File: src/rtl/mips_pipe_pkg.sv
// Shared pipeline definitions for the ID/EX stage: control bit layout, ALU codes and
// forwarding select encoding.
package mips_pipe_pkg;

    localparam int unsigned CTRL_W          = 4;
    localparam int unsigned CTRL_REG_WRITE  = 3;
    localparam int unsigned CTRL_MEM_READ   = 2;
    localparam int unsigned CTRL_MEM_WRITE  = 1;
    localparam int unsigned CTRL_MEM_TO_REG = 0;

    localparam logic [CTRL_W-1:0] BUBBLE = '0;

    localparam logic [5:0] ALUFUN_ADD = 6'b000000;

    typedef enum logic [1:0] {
        FWD_REG,
        FWD_EXM,
        FWD_MWB
    } fwd_sel_e;

endpackage

File: src/rtl/ex_forward_unit.sv
// Operand forwarding for the EX stage: picks the youngest in-flight result for rs and rt,
// falling back to the value read from the register file in ID.
module ex_forward_unit
    import mips_pipe_pkg::*;
#(
    parameter int unsigned DW = 32,
    parameter int unsigned RW = 5
) (
    input  logic [RW-1:0] rs_addr_i,
    input  logic [RW-1:0] rt_addr_i,
    input  logic [DW-1:0] rs_data_i,
    input  logic [DW-1:0] rt_data_i,
    input  logic          exm_reg_write_i,
    input  logic [RW-1:0] exm_dst_i,
    input  logic [DW-1:0] exm_result_i,
    input  logic          mwb_reg_write_i,
    input  logic [RW-1:0] mwb_dst_i,
    input  logic [DW-1:0] mwb_result_i,
    output logic [DW-1:0] rs_fwd_o,
    output logic [DW-1:0] rt_fwd_o
);

    fwd_sel_e rs_sel;
    fwd_sel_e rt_sel;

    logic exm_hit_rs, exm_hit_rt, mwb_hit_rs, mwb_hit_rt;

    // $0 is hardwired zero, so a write to it is never a forwarding source.
    assign exm_hit_rs = exm_reg_write_i && (exm_dst_i != '0) && (exm_dst_i == rs_addr_i);
    assign exm_hit_rt = exm_reg_write_i && (exm_dst_i != '0) && (exm_dst_i == rt_addr_i);
    assign mwb_hit_rs = mwb_reg_write_i && (mwb_dst_i != '0) && (mwb_dst_i == rs_addr_i);
    assign mwb_hit_rt = mwb_reg_write_i && (mwb_dst_i != '0) && (mwb_dst_i == rt_addr_i);

    always_comb begin
        rs_sel = FWD_REG;
        rt_sel = FWD_REG;
        if (exm_hit_rs) begin
            rs_sel = FWD_EXM;
        end else if (mwb_hit_rs) begin
            rs_sel = FWD_MWB;
        end
        if (exm_hit_rt) begin
            rt_sel = FWD_EXM;
        end else if (mwb_hit_rt) begin
            rt_sel = FWD_MWB;
        end
    end

    always_comb begin
        case (rs_sel)
            FWD_EXM: rs_fwd_o = exm_result_i;
            FWD_MWB: rs_fwd_o = mwb_result_i;
            default: rs_fwd_o = rs_data_i;
        endcase
        case (rt_sel)
            FWD_EXM: rt_fwd_o = exm_result_i;
            FWD_MWB: rt_fwd_o = mwb_result_i;
            default: rt_fwd_o = rt_data_i;
        endcase
    end

endmodule

File: src/rtl/id_ex_operand_stage.sv
// ID/EX pipeline register: latches decoded operands/control, inserts load-use bubbles,
// honours branch flush and drives forwarded ALU operands for EX.
module id_ex_operand_stage
    import mips_pipe_pkg::*;
#(
    parameter int unsigned DW = 32,
    parameter int unsigned RW = 5
) (
    input  logic          clk_i,
    input  logic          reset_i,
    input  logic          id_valid_i,
    input  logic [DW-1:0] id_pc4_i,
    input  logic [RW-1:0] id_rs_addr_i,
    input  logic [RW-1:0] id_rt_addr_i,
    input  logic [RW-1:0] id_dst_i,
    input  logic [DW-1:0] id_rs_data_i,
    input  logic [DW-1:0] id_rt_data_i,
    input  logic [DW-1:0] id_imm_i,
    input  logic [4:0]    id_shamt_i,
    input  logic [5:0]    id_alufun_i,
    input  logic          id_sign_i,
    input  logic          id_alusrc1_i,
    input  logic          id_alusrc2_i,
    input  logic [3:0]    id_ctrl_i,
    input  logic          flush_i,
    input  logic          exm_reg_write_i,
    input  logic [RW-1:0] exm_dst_i,
    input  logic [DW-1:0] exm_result_i,
    input  logic          mwb_reg_write_i,
    input  logic [RW-1:0] mwb_dst_i,
    input  logic [DW-1:0] mwb_result_i,
    output logic          stall_id_o,
    output logic          ex_valid_o,
    output logic [DW-1:0] ex_pc4_o,
    output logic [RW-1:0] ex_dst_o,
    output logic [3:0]    ex_ctrl_o,
    output logic [DW-1:0] ex_alu_a_o,
    output logic [DW-1:0] ex_alu_b_o,
    output logic [5:0]    ex_alufun_o,
    output logic          ex_sign_o,
    output logic [DW-1:0] ex_store_data_o
);

    logic          valid_q,   valid_d;
    logic [DW-1:0] pc4_q,     pc4_d;
    logic [RW-1:0] dst_q,     dst_d;
    logic [3:0]    ctrl_q,    ctrl_d;
    logic [5:0]    alufun_q,  alufun_d;
    logic          sign_q,    sign_d;
    logic [RW-1:0] rs_addr_q, rs_addr_d;
    logic [RW-1:0] rt_addr_q, rt_addr_d;
    logic [DW-1:0] rs_data_q, rs_data_d;
    logic [DW-1:0] rt_data_q, rt_data_d;
    logic [DW-1:0] imm_q,     imm_d;
    logic [4:0]    shamt_q,   shamt_d;
    logic          src1_q,    src1_d;
    logic          src2_q,    src2_d;

    logic          hazard;
    logic          bubble;
    logic [DW-1:0] rs_fwd, rt_fwd;

    // The load in EX can only be forwarded once it reaches MEM/WB, so hold ID one cycle.
    assign hazard = valid_q && ctrl_q[CTRL_MEM_READ] && (dst_q != '0) && id_valid_i &&
                    ((dst_q == id_rs_addr_i) || (dst_q == id_rt_addr_i));
    assign stall_id_o = hazard && !flush_i;
    assign bubble     = flush_i || hazard;

    always_comb begin
        valid_d   = 1'b0;
        pc4_d     = '0;
        dst_d     = '0;
        ctrl_d    = BUBBLE;
        alufun_d  = ALUFUN_ADD;
        sign_d    = 1'b0;
        rs_addr_d = '0;
        rt_addr_d = '0;
        rs_data_d = '0;
        rt_data_d = '0;
        imm_d     = '0;
        shamt_d   = '0;
        src1_d    = 1'b0;
        src2_d    = 1'b0;
        if (!bubble) begin
            valid_d   = id_valid_i;
            pc4_d     = id_pc4_i;
            dst_d     = id_valid_i ? id_dst_i : '0;
            ctrl_d    = id_valid_i ? id_ctrl_i : BUBBLE;
            alufun_d  = id_alufun_i;
            sign_d    = id_sign_i;
            rs_addr_d = id_rs_addr_i;
            rt_addr_d = id_rt_addr_i;
            rs_data_d = id_rs_data_i;
            rt_data_d = id_rt_data_i;
            imm_d     = id_imm_i;
            shamt_d   = id_shamt_i;
            src1_d    = id_alusrc1_i;
            src2_d    = id_alusrc2_i;
        end
    end

    always_ff @(posedge clk_i or posedge reset_i) begin
        if (reset_i) begin
            valid_q   <= 1'b0;
            pc4_q     <= '0;
            dst_q     <= '0;
            ctrl_q    <= BUBBLE;
            alufun_q  <= ALUFUN_ADD;
            sign_q    <= 1'b0;
            rs_addr_q <= '0;
            rt_addr_q <= '0;
            rs_data_q <= '0;
            rt_data_q <= '0;
            imm_q     <= '0;
            shamt_q   <= '0;
            src1_q    <= 1'b0;
            src2_q    <= 1'b0;
        end else begin
            valid_q   <= valid_d;
            pc4_q     <= pc4_d;
            dst_q     <= dst_d;
            ctrl_q    <= ctrl_d;
            alufun_q  <= alufun_d;
            sign_q    <= sign_d;
            rs_addr_q <= rs_addr_d;
            rt_addr_q <= rt_addr_d;
            rs_data_q <= rs_data_d;
            rt_data_q <= rt_data_d;
            imm_q     <= imm_d;
            shamt_q   <= shamt_d;
            src1_q    <= src1_d;
            src2_q    <= src2_d;
        end
    end

    ex_forward_unit #(
        .DW(DW),
        .RW(RW)
    ) u_fwd (
        .rs_addr_i       (rs_addr_q),
        .rt_addr_i       (rt_addr_q),
        .rs_data_i       (rs_data_q),
        .rt_data_i       (rt_data_q),
        .exm_reg_write_i (exm_reg_write_i),
        .exm_dst_i       (exm_dst_i),
        .exm_result_i    (exm_result_i),
        .mwb_reg_write_i (mwb_reg_write_i),
        .mwb_dst_i       (mwb_dst_i),
        .mwb_result_i    (mwb_result_i),
        .rs_fwd_o        (rs_fwd),
        .rt_fwd_o        (rt_fwd)
    );

    assign ex_valid_o      = valid_q;
    assign ex_pc4_o        = pc4_q;
    assign ex_dst_o        = dst_q;
    assign ex_ctrl_o       = ctrl_q;
    assign ex_alufun_o     = alufun_q;
    assign ex_sign_o       = sign_q;
    assign ex_alu_a_o      = src1_q ? {{(DW-5){1'b0}}, shamt_q} : rs_fwd;
    assign ex_alu_b_o      = src2_q ? imm_q : rt_fwd;
    assign ex_store_data_o = rt_fwd;

endmodule

File: config.mk
export PLATFORM = sky130hd
export DESIGN_NAME = id_ex_operand_stage
export DESIGN_NICKNAME = d
export VERILOG_FILES = /design/src/rtl/mips_pipe_pkg.sv /design/src/rtl/ex_forward_unit.sv /design/src/rtl/id_ex_operand_stage.sv
export SDC_FILE = /design/constraint.sdc
export NUM_CORES = 1
export LEC_CHECK = 0
export CORE_ASPECT_RATIO = 0.7
export CORE_UTILIZATION = 40
export CTS_BUF_LIST = sky130_fd_sc_hd__clkbuf_2
export DETAILED_ROUTE_END_ITERATION = 6
export PLACE_DENSITY = 0.75
export SLEW_MARGIN = 15
export SYNTH_ARGS = -nofsm -noshare
export SYNTH_HDL_FRONTEND = slang
export SYNTH_SLANG_ARGS = --single-unit
File: constraint.sdc
create_clock -name clk_i -period 6.5 [get_ports clk_i]
set_clock_uncertainty 0.1 [all_clocks]
set_input_delay 0.65 -clock clk_i [delete_from_list [all_inputs] [get_ports clk_i]]
set_output_delay 0.65 -clock clk_i [all_outputs]
set_load 0.1 [all_outputs]
After elaboration in Yosys (flattened, before gate mapping) --
Cells that the tools add are included.
Word-level totals: bits in registers 162, bits in latches 0, bits in writable memories 0, memory bits (read-only) 0, bits of input ports 241, output and inout bits 146, word-level logic and storage cells 65, memories 0
Operators by class: $add $sub $neg 0, multipliers 0, div/mod/pow operators 0, magnitude comparators 0, eq/ne operators 10, shift-type cells 0, multiplexer cells 24, bitwise logic cells 0, reduce and logical (&&, ||, !) cells 17
Operators with widths (number):
- 2-to-1 mux 32 bit | 6
- case mux 32 bit (2 select lines) | 2
- == test 5 bit | 6
- 2-to-1 mux 5 bit | 5
- nonzero test 5 bit | 3
- logical AND 1 bit | 11
- 2-to-1 mux 2 bit | 4
- 2-to-1 mux 4 bit | 2
- 2-to-1 mux 6 bit | 1
- == test 2 x 1 -> 1 bit (second input constant) | 2
- == test 2 bit (second input constant) | 2
- 2-to-1 mux 1 bit | 4
- logical OR 1 bit | 2
- zero test 1 bit | 1

Logic depth before layout (Yosys ltp) --
Gate-level depths: netlist (run 1).
word-level depth 8, gate-level depth with buffers 7, depth with buffers taken out 5

Hierarchy --
From an unflattened synthesis (run 1), not the netlist that was laid out.
Second synthesis, totals: cells, all modules 986, area, all modules 9406.5 sq um
By module, submodules not included:
- id_ex_operand_stage | times used 1, cells each 631, area each 7180.6 sq um, sequential area each 4053.9 sq um
- ex_forward_unit | times used 1, cells each 355, area each 2225.9 sq um, sequential area each 0.0 sq um

Least setup slack after synthesis (run 1) --
No wires, ideal clock.
path type in2out, from input port mwb_dst_i[0], to output port ex_alu_a_o[31], arrival time 4.325 ns, required time 5.750 ns, slack 1.425 ns, cell stages on the path 7, path buffers 2, cell sequence or4_4 o211ai_1 or2_1 buf_2 buf_4 nand2_1 a311oi_1
Between the ends: cells in the longest elaborated chain, start to end 8, elaborated cells on any way between the ends 10, classes of those cells 3 x eq/ne; 4 x mux; 3 x reduce/logical
Ends and longest elaborated chain:
- from (decl) | line id_ex_operand_stage.sv:30 | input logic [RW-1:0] mwb_dst_i,
- nonzero test 5 bit | line ex_forward_unit.sv:31 | assign mwb_hit_rs = mwb_reg_write_i && (mwb_dst_i != '0) && (mwb_dst_i == rs_addr_i);
- logical AND 1 bit | line ex_forward_unit.sv:31
- logical AND 1 bit * | line ex_forward_unit.sv:31
- 2-to-1 mux 2 bit * | line ex_forward_unit.sv:39 | end else if (mwb_hit_rs) begin
- 2-to-1 mux 2 bit * | line ex_forward_unit.sv:37 | if (exm_hit_rs) begin
- == test 2 bit / == test 2 x 1 -> 1 bit (equally long branches) | line ex_forward_unit.sv:50 | case (rs_sel)
- case mux 32 bit (2 select lines) * | line ex_forward_unit.sv:50
- 2-to-1 mux 32 bit * | line id_ex_operand_stage.sv:160 | assign ex_alu_a_o = src1_q ? {{(DW-5){1'b0}}, shamt_q} : rs_fwd;
- to (decl) | line id_ex_operand_stage.sv:37 | output logic [DW-1:0] ex_alu_a_o,
Every way passes the cells marked *; elsewhere a longest branch is shown, timed or not.

Final worst setup path (run 1) --
from input port mwb_dst_i[0], to output port ex_alu_b_o[12]
Between the ends: cells in the longest elaborated chain, start to end 8, elaborated cells on any way between the ends 10, classes of those cells 3 x eq/ne; 4 x mux; 3 x reduce/logical
Ends and longest elaborated chain:
- nonzero test 5 bit | line ex_forward_unit.sv:32 | assign mwb_hit_rt = mwb_reg_write_i && (mwb_dst_i != '0) && (mwb_dst_i == rt_addr_i);
- logical AND 1 bit | line ex_forward_unit.sv:32
- logical AND 1 bit * | line ex_forward_unit.sv:32
- 2-to-1 mux 2 bit * | line ex_forward_unit.sv:44 | end else if (mwb_hit_rt) begin
- 2-to-1 mux 2 bit * | line ex_forward_unit.sv:42 | if (exm_hit_rt) begin
- == test 2 bit / == test 2 x 1 -> 1 bit (equally long branches) | line ex_forward_unit.sv:55 | case (rt_sel)
- case mux 32 bit (2 select lines) * | line ex_forward_unit.sv:55
- 2-to-1 mux 32 bit * | line id_ex_operand_stage.sv:161 | assign ex_alu_b_o = src2_q ? imm_q : rt_fwd;
- to (decl) | line id_ex_operand_stage.sv:38 | output logic [DW-1:0] ex_alu_b_o,
Marks and branches as above.

==> results of run 1 <==
==> worst min path at each step <==
| stage | start | slack (ns) | endpoint | cells past startpoint |
|---|---|---|---|---|
| detailed placement | ex_valid_o | 0.97 | ex_valid_o | 3 |
| floorplan | id_alufun_i[0] | 0.68 | ex_alufun_o[0] | 1 |
| finish | id_imm_i[26] | 0.34 | imm_q[26] | 2 |
| CTS | id_imm_i[26] | 0.25 | imm_q[26] | 2 |
| global route | id_rt_data_i[20] | 0.23 | rt_data_q[20] | 2 |
| global placement | ex_ctrl_o[2] | 0.95 | ex_valid_o | 3 |
==> cell families after synthesis <==
logic type | Yosys count | synth area share
AOI/OAI and AO/OA | 110 | 0.148
xor gates and xnor gates | 30 | 0.0327
buffers and inverters | 60 | 0.0383
DFF | 162 | 0.505
muxes | 37 | 0.0511
and+or+nand+nor | 333 | 0.225
==> flip-flops by register name, summed over array words and instances, names as in the netlist <==
name / flops
ex_alufun_o: 6
ex_ctrl_o: 4
ex_dst_o: 5
ex_pc4_o: 32
ex_sign_o: 1
ex_valid_o: 1
imm_q: 32
rs_addr_q: 5
rs_data_q: 32
rt_addr_q: 5
rt_data_q: 32
shamt_q: 5
src1_q: 1
src2_q: 1
==> routing by layer <==
| metal | vias to the layer above | wire, um | global-route usage |
|---|---|---|---|
| li1 | 3210 | - | - |
| met1 | 3350 | 10200 | 0.305 |
| met2 | 285 | 13600 | 0.470 |
| met3 | 28 | 2250 | 0.0809 |
| met4 | 0 | 512 | 0.0809 |
| met5 | - | 0 | 0 |
==> power groups by stage <==
stage	clock (mW)	sequential, mW	combinational (mW)
after floorplan	0	1.20	0.557
after global placement	0	1.10	0.981
after detailed placement	0	1.10	0.986
after CTS	0.623	1.08	0.989
after global routing	0.665	1.09	1.03
final	0.602	1.08	0.985
==> through the flow <==
stage | hold slack (ns) | area, um^2
final | 0.341 | 12200
after global routing | 0.228 | 12200
after CTS | 0.255 | 12200
after detailed placement | 0.965 | 12000
after global placement | 0.953 | 12000
after floorplan | 0.679 | 8030
==> area by class of cell <==
cell class                      instances  area (um^2)
Clock inverter                         14          178
Fill cell                            1602         7070
Clock buffer                           18         90.1
Sequential cell                       162         4060
Timing Repair Buffer                  397         3850
Multi-Input combinational cell        510         3700
Tap cell                              264          330
Inverter                                1         8.76
==> Yosys cell counts <==
master | instances | area, um^2
buf_12 | 3 | 60.1
nor4b_2 | 1 | 15.0
nand2_1 | 57 | 214
o21ai_1 | 33 | 165
or2_1 | 2 | 12.5
xor2_1 | 5 | 43.8
mux2i_1 | 5 | 50.1
a31oi_1 | 2 | 12.5
buf_1 | 1 | 3.75
buf_4 | 3 | 22.5
a31oi_4 | 30 | 638
buf_6 | 1 | 11.3
a311oi_1 | 27 | 236
o22ai_1 | 1 | 6.26
xnor2_1 | 25 | 219
o211ai_1 | 1 | 7.51
buf_2 | 12 | 60.1
and3_1 | 1 | 6.26
nor2_1 | 30 | 113
and2b_1 | 1 | 7.51
o211ai_2 | 1 | 12.5
and2_1 | 160 | 1000
nand3_1 | 36 | 180
o31ai_1 | 5 | 37.5
nor3_1 | 33 | 165
mux2_2 | 32 | 360
nand2b_1 | 6 | 37.5
or4_4 | 2 | 22.5
a21oi_1 | 8 | 40.0
or4_1 | 1 | 7.51
o211ai_4 | 1 | 21.3
o211a_1 | 1 | 10.0
clkbuf_1 | 39 | 146
nand4_1 | 2 | 12.5
inv_1 | 1 | 3.75
dfrtp_1 | 162 | 4050
or4b_4 | 1 | 13.8
==> impl_metrics.ini, run 1 <==
[critical_path]
critPathArrivalTime_ns = 4.43
setup.worst_path.start = mwb_dst_i[0]
cp.depth = 7
r2r-end = rt_addr_q[1]
reg2reg_depth = 6
crit_top_cell = clkdlybuf4s50_1
critPathTopFamily = buffers and inverters
crit_fanout = 32
path_class = input port to primary output
r2r-start = ex_dst_o[4]
r2r_slack_ns = 4.49
critPathCaptureType = primary output
path_cells = clkdlybuf4s50_1, or4_4, o211ai_4, o21ai_1, a31oi_4, mux2_2, clkdlybuf4s50_1
cp_num_buf_inv = 2
critPathCapture = ex_alu_b_o[12]
critPathSlowestCell = clkdlybuf4s50_1
worstSetupStartpointType = input port
required_ns = 5.75
max_stage_delay_ns = 1.13

[die]
initial_core_util = 0.416
coreArea_mm2 = 0.0193
fp.dieH_um = 121
dieArea_mm2 = 0.0207
num_io_pins = 387
die_w_um = 171
std_cell_rows = 42

[timing]
finalCritPeriodShare = 0.797
relSlewSlack = 0.253
worst_pin_slew_ns = 1.11
tns_ns = 0
setup_slack_ns = 1.32
max_freq_mhz = 193
setup_viol = 0
finalHoldViolCount = 0
rsz0062_at_grt = false
period_minus_slack_ns = 5.18
finalMaxSlewViolations = 0

[clock_network]
numCtsBuffers = 17
cts.path.max_buffers = 2
post_cts_buffers = 0
postCtsHoldBufs = 0
clock_latency_ns = 0.69
htreeDepth = 4
cts_resized = 0
path_clk_slew_ns = 0.27
cts.sinks = 162
root_buffer = clkbuf_2
cts_tree = yes

[run_status]
outcome = completed

[cells_and_area]
final_common_cell = clkdlybuf4s50_1
antenna_cells = 0
layoutNonFillerInstCount = 1366
layout-drive-gt1-share = 0.139
final_nets = 1330
area_growth_pct = 52.2
final_cell_mix = clkdlybuf4s50_1, dfrtp_1, and2_1
final_core_util = 0.634

[routing]
initialDrtViolationCount = 530
drt_wl_total_mm = 26.6
viasPerCell = 5.03
dr.pass1.iters = 6
vias = 6873
drt-wirelength-per-cell_um = 19.5
remaining_drc_errors = 0
postRouteAntennaNets = 0

[place]
dp_hpwl_mm = 19.4
gp_congestion = 0.894
preCtsSetupSlack_ns = 1.32
portBuffers = 386
place_inst = 1334

[synthesis]
synth_seq_area_share = 0.505
yosysWarnings = 0
ys_ff_latch = 162
synth_area_per_cell_um2 = 11.0
netlist_area_mm2 = 0.00803
postSynthCellCount = 732
syn-num-nets = 973
post_synth_num_cell_types = 37

[global_routing]
grt_pass1_wl_mm = 40.5
grt_max_degree = 103
grt_usage = 0.265
antenna_found_initial = 0
grt_pass1_vias = 7289
grt-ovfl-total = 0

[run]
max_cap_violations = 0

[pwr]
seqPwrFrac = 0.405
clkPwrFrac = 0.226
p_sw_frac = 0.402
internal-power_mw = 1.60
p_per_area_mw_per_mm2 = 218
leakagePower_nw = 4.96
switchingPower_mw = 1.07
peakVddDrop_mv = 0.131
combPwrFrac = 0.369
power_mw = 2.67

[hold_path]
hp-class = input port to register
Note: power is estimated with default switching activity, not from simulation.
==> run 2, diff against run 1 <==
CORE_UTILIZATION = 38   (was 40)
clock period = 4.7 ns   (was 6.5 ns; I/O delays follow)
==> impl_metrics.ini, run 2 (synthesized netlist as in run 1, its figures left out) <==
[timing]
rsz0062_at_grt = false
finalCritPeriodShare = 0.859
max_freq_mhz = 248
period_minus_slack_ns = 4.04
setup_viol = 0
relSlewSlack = 0.301
worst_pin_slew_ns = 1.04
finalMaxSlewViolations = 0
finalHoldViolCount = 0
tns_ns = 0

[die]
num_io_pins = 387
coreArea_mm2 = 0.0207
die_w_um = 176
dieArea_mm2 = 0.0217
initial_core_util = 0.388
std_cell_rows = 44
fp.dieH_um = 124

[clock_network]
htreeDepth = 4
root_buffer = clkbuf_2
cts_tree = yes
post_cts_buffers = 0
cts_resized = 0
cts.path.max_buffers = 2
cts.sinks = 162
clock_latency_ns = 0.72
path_clk_slew_ns = 0.31
numCtsBuffers = 17
postCtsHoldBufs = 0

[global_routing]
antenna_found_initial = 2
grt-ovfl-total = 0
grt_pass1_vias = 7248
grt_pass1_wl_mm = 41.0
grt_usage = 0.254
grt_max_degree = 163

[critical_path]
path_class = register to primary output
max_stage_delay_ns = 1.04
required_ns = 4.13
critPathTopFamily = simple AND/OR/NAND/NOR gates
critPathCaptureType = primary output
setup.worst_path.start = rs_addr_q[0]
path_cells = xnor2_1, nand3_1, or4_2, buf_4, a311oi_1, buf_4
critPathArrivalTime_ns = 3.47
cp_num_buf_inv = 2
worstSetupStartpointType = register
critPathSlowestCell = or4_2
crit_top_cell = buf_4
r2r-start = ex_dst_o[0]
crit_fanout = 31

[cells_and_area]
layout-drive-gt1-share = 0.205
fillCellCount = 1656
final_core_util = 0.631
final_common_cell = clkdlybuf4s50_1
final_cell_mix = clkdlybuf4s50_1, and2_1, dfrtp_1
area_growth_pct = 62.7
final_nets = 1336

[place]
portBuffers = 386
gp_congestion = 0.864
dp_hpwl_mm = 20.3

[run_status]
outcome = completed

[routing]
initialDrtViolationCount = 494
postRouteAntennaNets = 0
viasPerCell = 5.09
drt-wirelength-per-cell_um = 20.2
dr.pass1.iters = 6
vias = 7049
drt_wl_total_mm = 28.0
remaining_drc_errors = 0

[run]
max_cap_violations = 0

[pwr]
peakVddDrop_mv = 0.207
leakagePower_nw = 5.35
p_per_area_mw_per_mm2 = 295

[hold_path]
min-delay-start = id_rs_data_i[1]
hp-class = input port to register
## run 2: cell count changes in the layout (fill, tap and decap cells not counted), moves of 2 or more
| cell | before | now |
|---|---|---|
| clkdlybuf4s50_1 | 349 | 289 |
| diode_2 | 0 | 2 |
| buf_4 | 48 | 42 |
| a311oi_2 | 0 | 6 |
| buf_12 | 0 | 71 |
| a311oi_1 | 27 | 21 |
## run 2: where the power goes
| group | switching (mW) | internal, mW |
|---|---|---|
| sequential | 0.0376 | 1.46 |
| combinational | 0.955 | 0.552 |
| clock | 0.539 | 0.312 |
| total | 1.53 | 2.33 |
## run 2: path summary, 6_finish.rpt
path	endpoint	slack [ns]	depth (start not counted)
worst max register to register	shamt_q[2]	1.68	6
max in group asynchronous	rs_addr_q[2]	3.55	3
min in group asynchronous	ex_pc4_o[27]	0.19	3
worst min-delay path	rs_data_q[1]	0.11	2
worst min register to register	ex_valid_o	0.99	3
worst max-delay path	ex_alu_a_o[16]	0.66	6
## run 2: stage by stage
| stage | total power [mW] | hold WS, ns | worst slack, ns | cells | instance area [um^2] |
|---|---|---|---|---|---|
| final | 3.86 | 0.110 | 0.662 | 1386 | 13100 |
| after global routing | 4.01 | 0.0398 | 0.470 | 1385 | 13100 |
| after CTS | 3.89 | 0.0402 | 0.398 | 1383 | 13000 |
| after detailed placement | 3.03 | 0.933 | 0.772 | 1351 | 12800 |
| after global placement | 3.02 | 0.932 | 0.851 | 1351 | 12800 |
| after floorplan | 2.43 | 0.499 | 0.00417 | 732 | 8070 |
## run 2: routing by layer
layer  share of wire  global-route usage  up-vias
li1                -                   -     3226
met1            0.39               0.297     3480
met2            0.51               0.442      303
met3           0.084              0.0824       38
met4           0.018              0.0826        2
met5         0.00046                   0        -
## run 2: cell type report
class / instances / area [um^2] / share of cell area
well taps: 276 / 345 / 0.0264
clock buffers: 19 / 95.1 / 0.00728
flip-flops and latches: 162 / 4060 / 0.310
multi-input cells: 510 / 3740 / 0.286
inverters: 1 / 7.51 / 0.000574
clock inverters: 13 / 174 / 0.0133
repair buffers: 403 / 4640 / 0.355
diodes: 2 / 5.00 / 0.000383
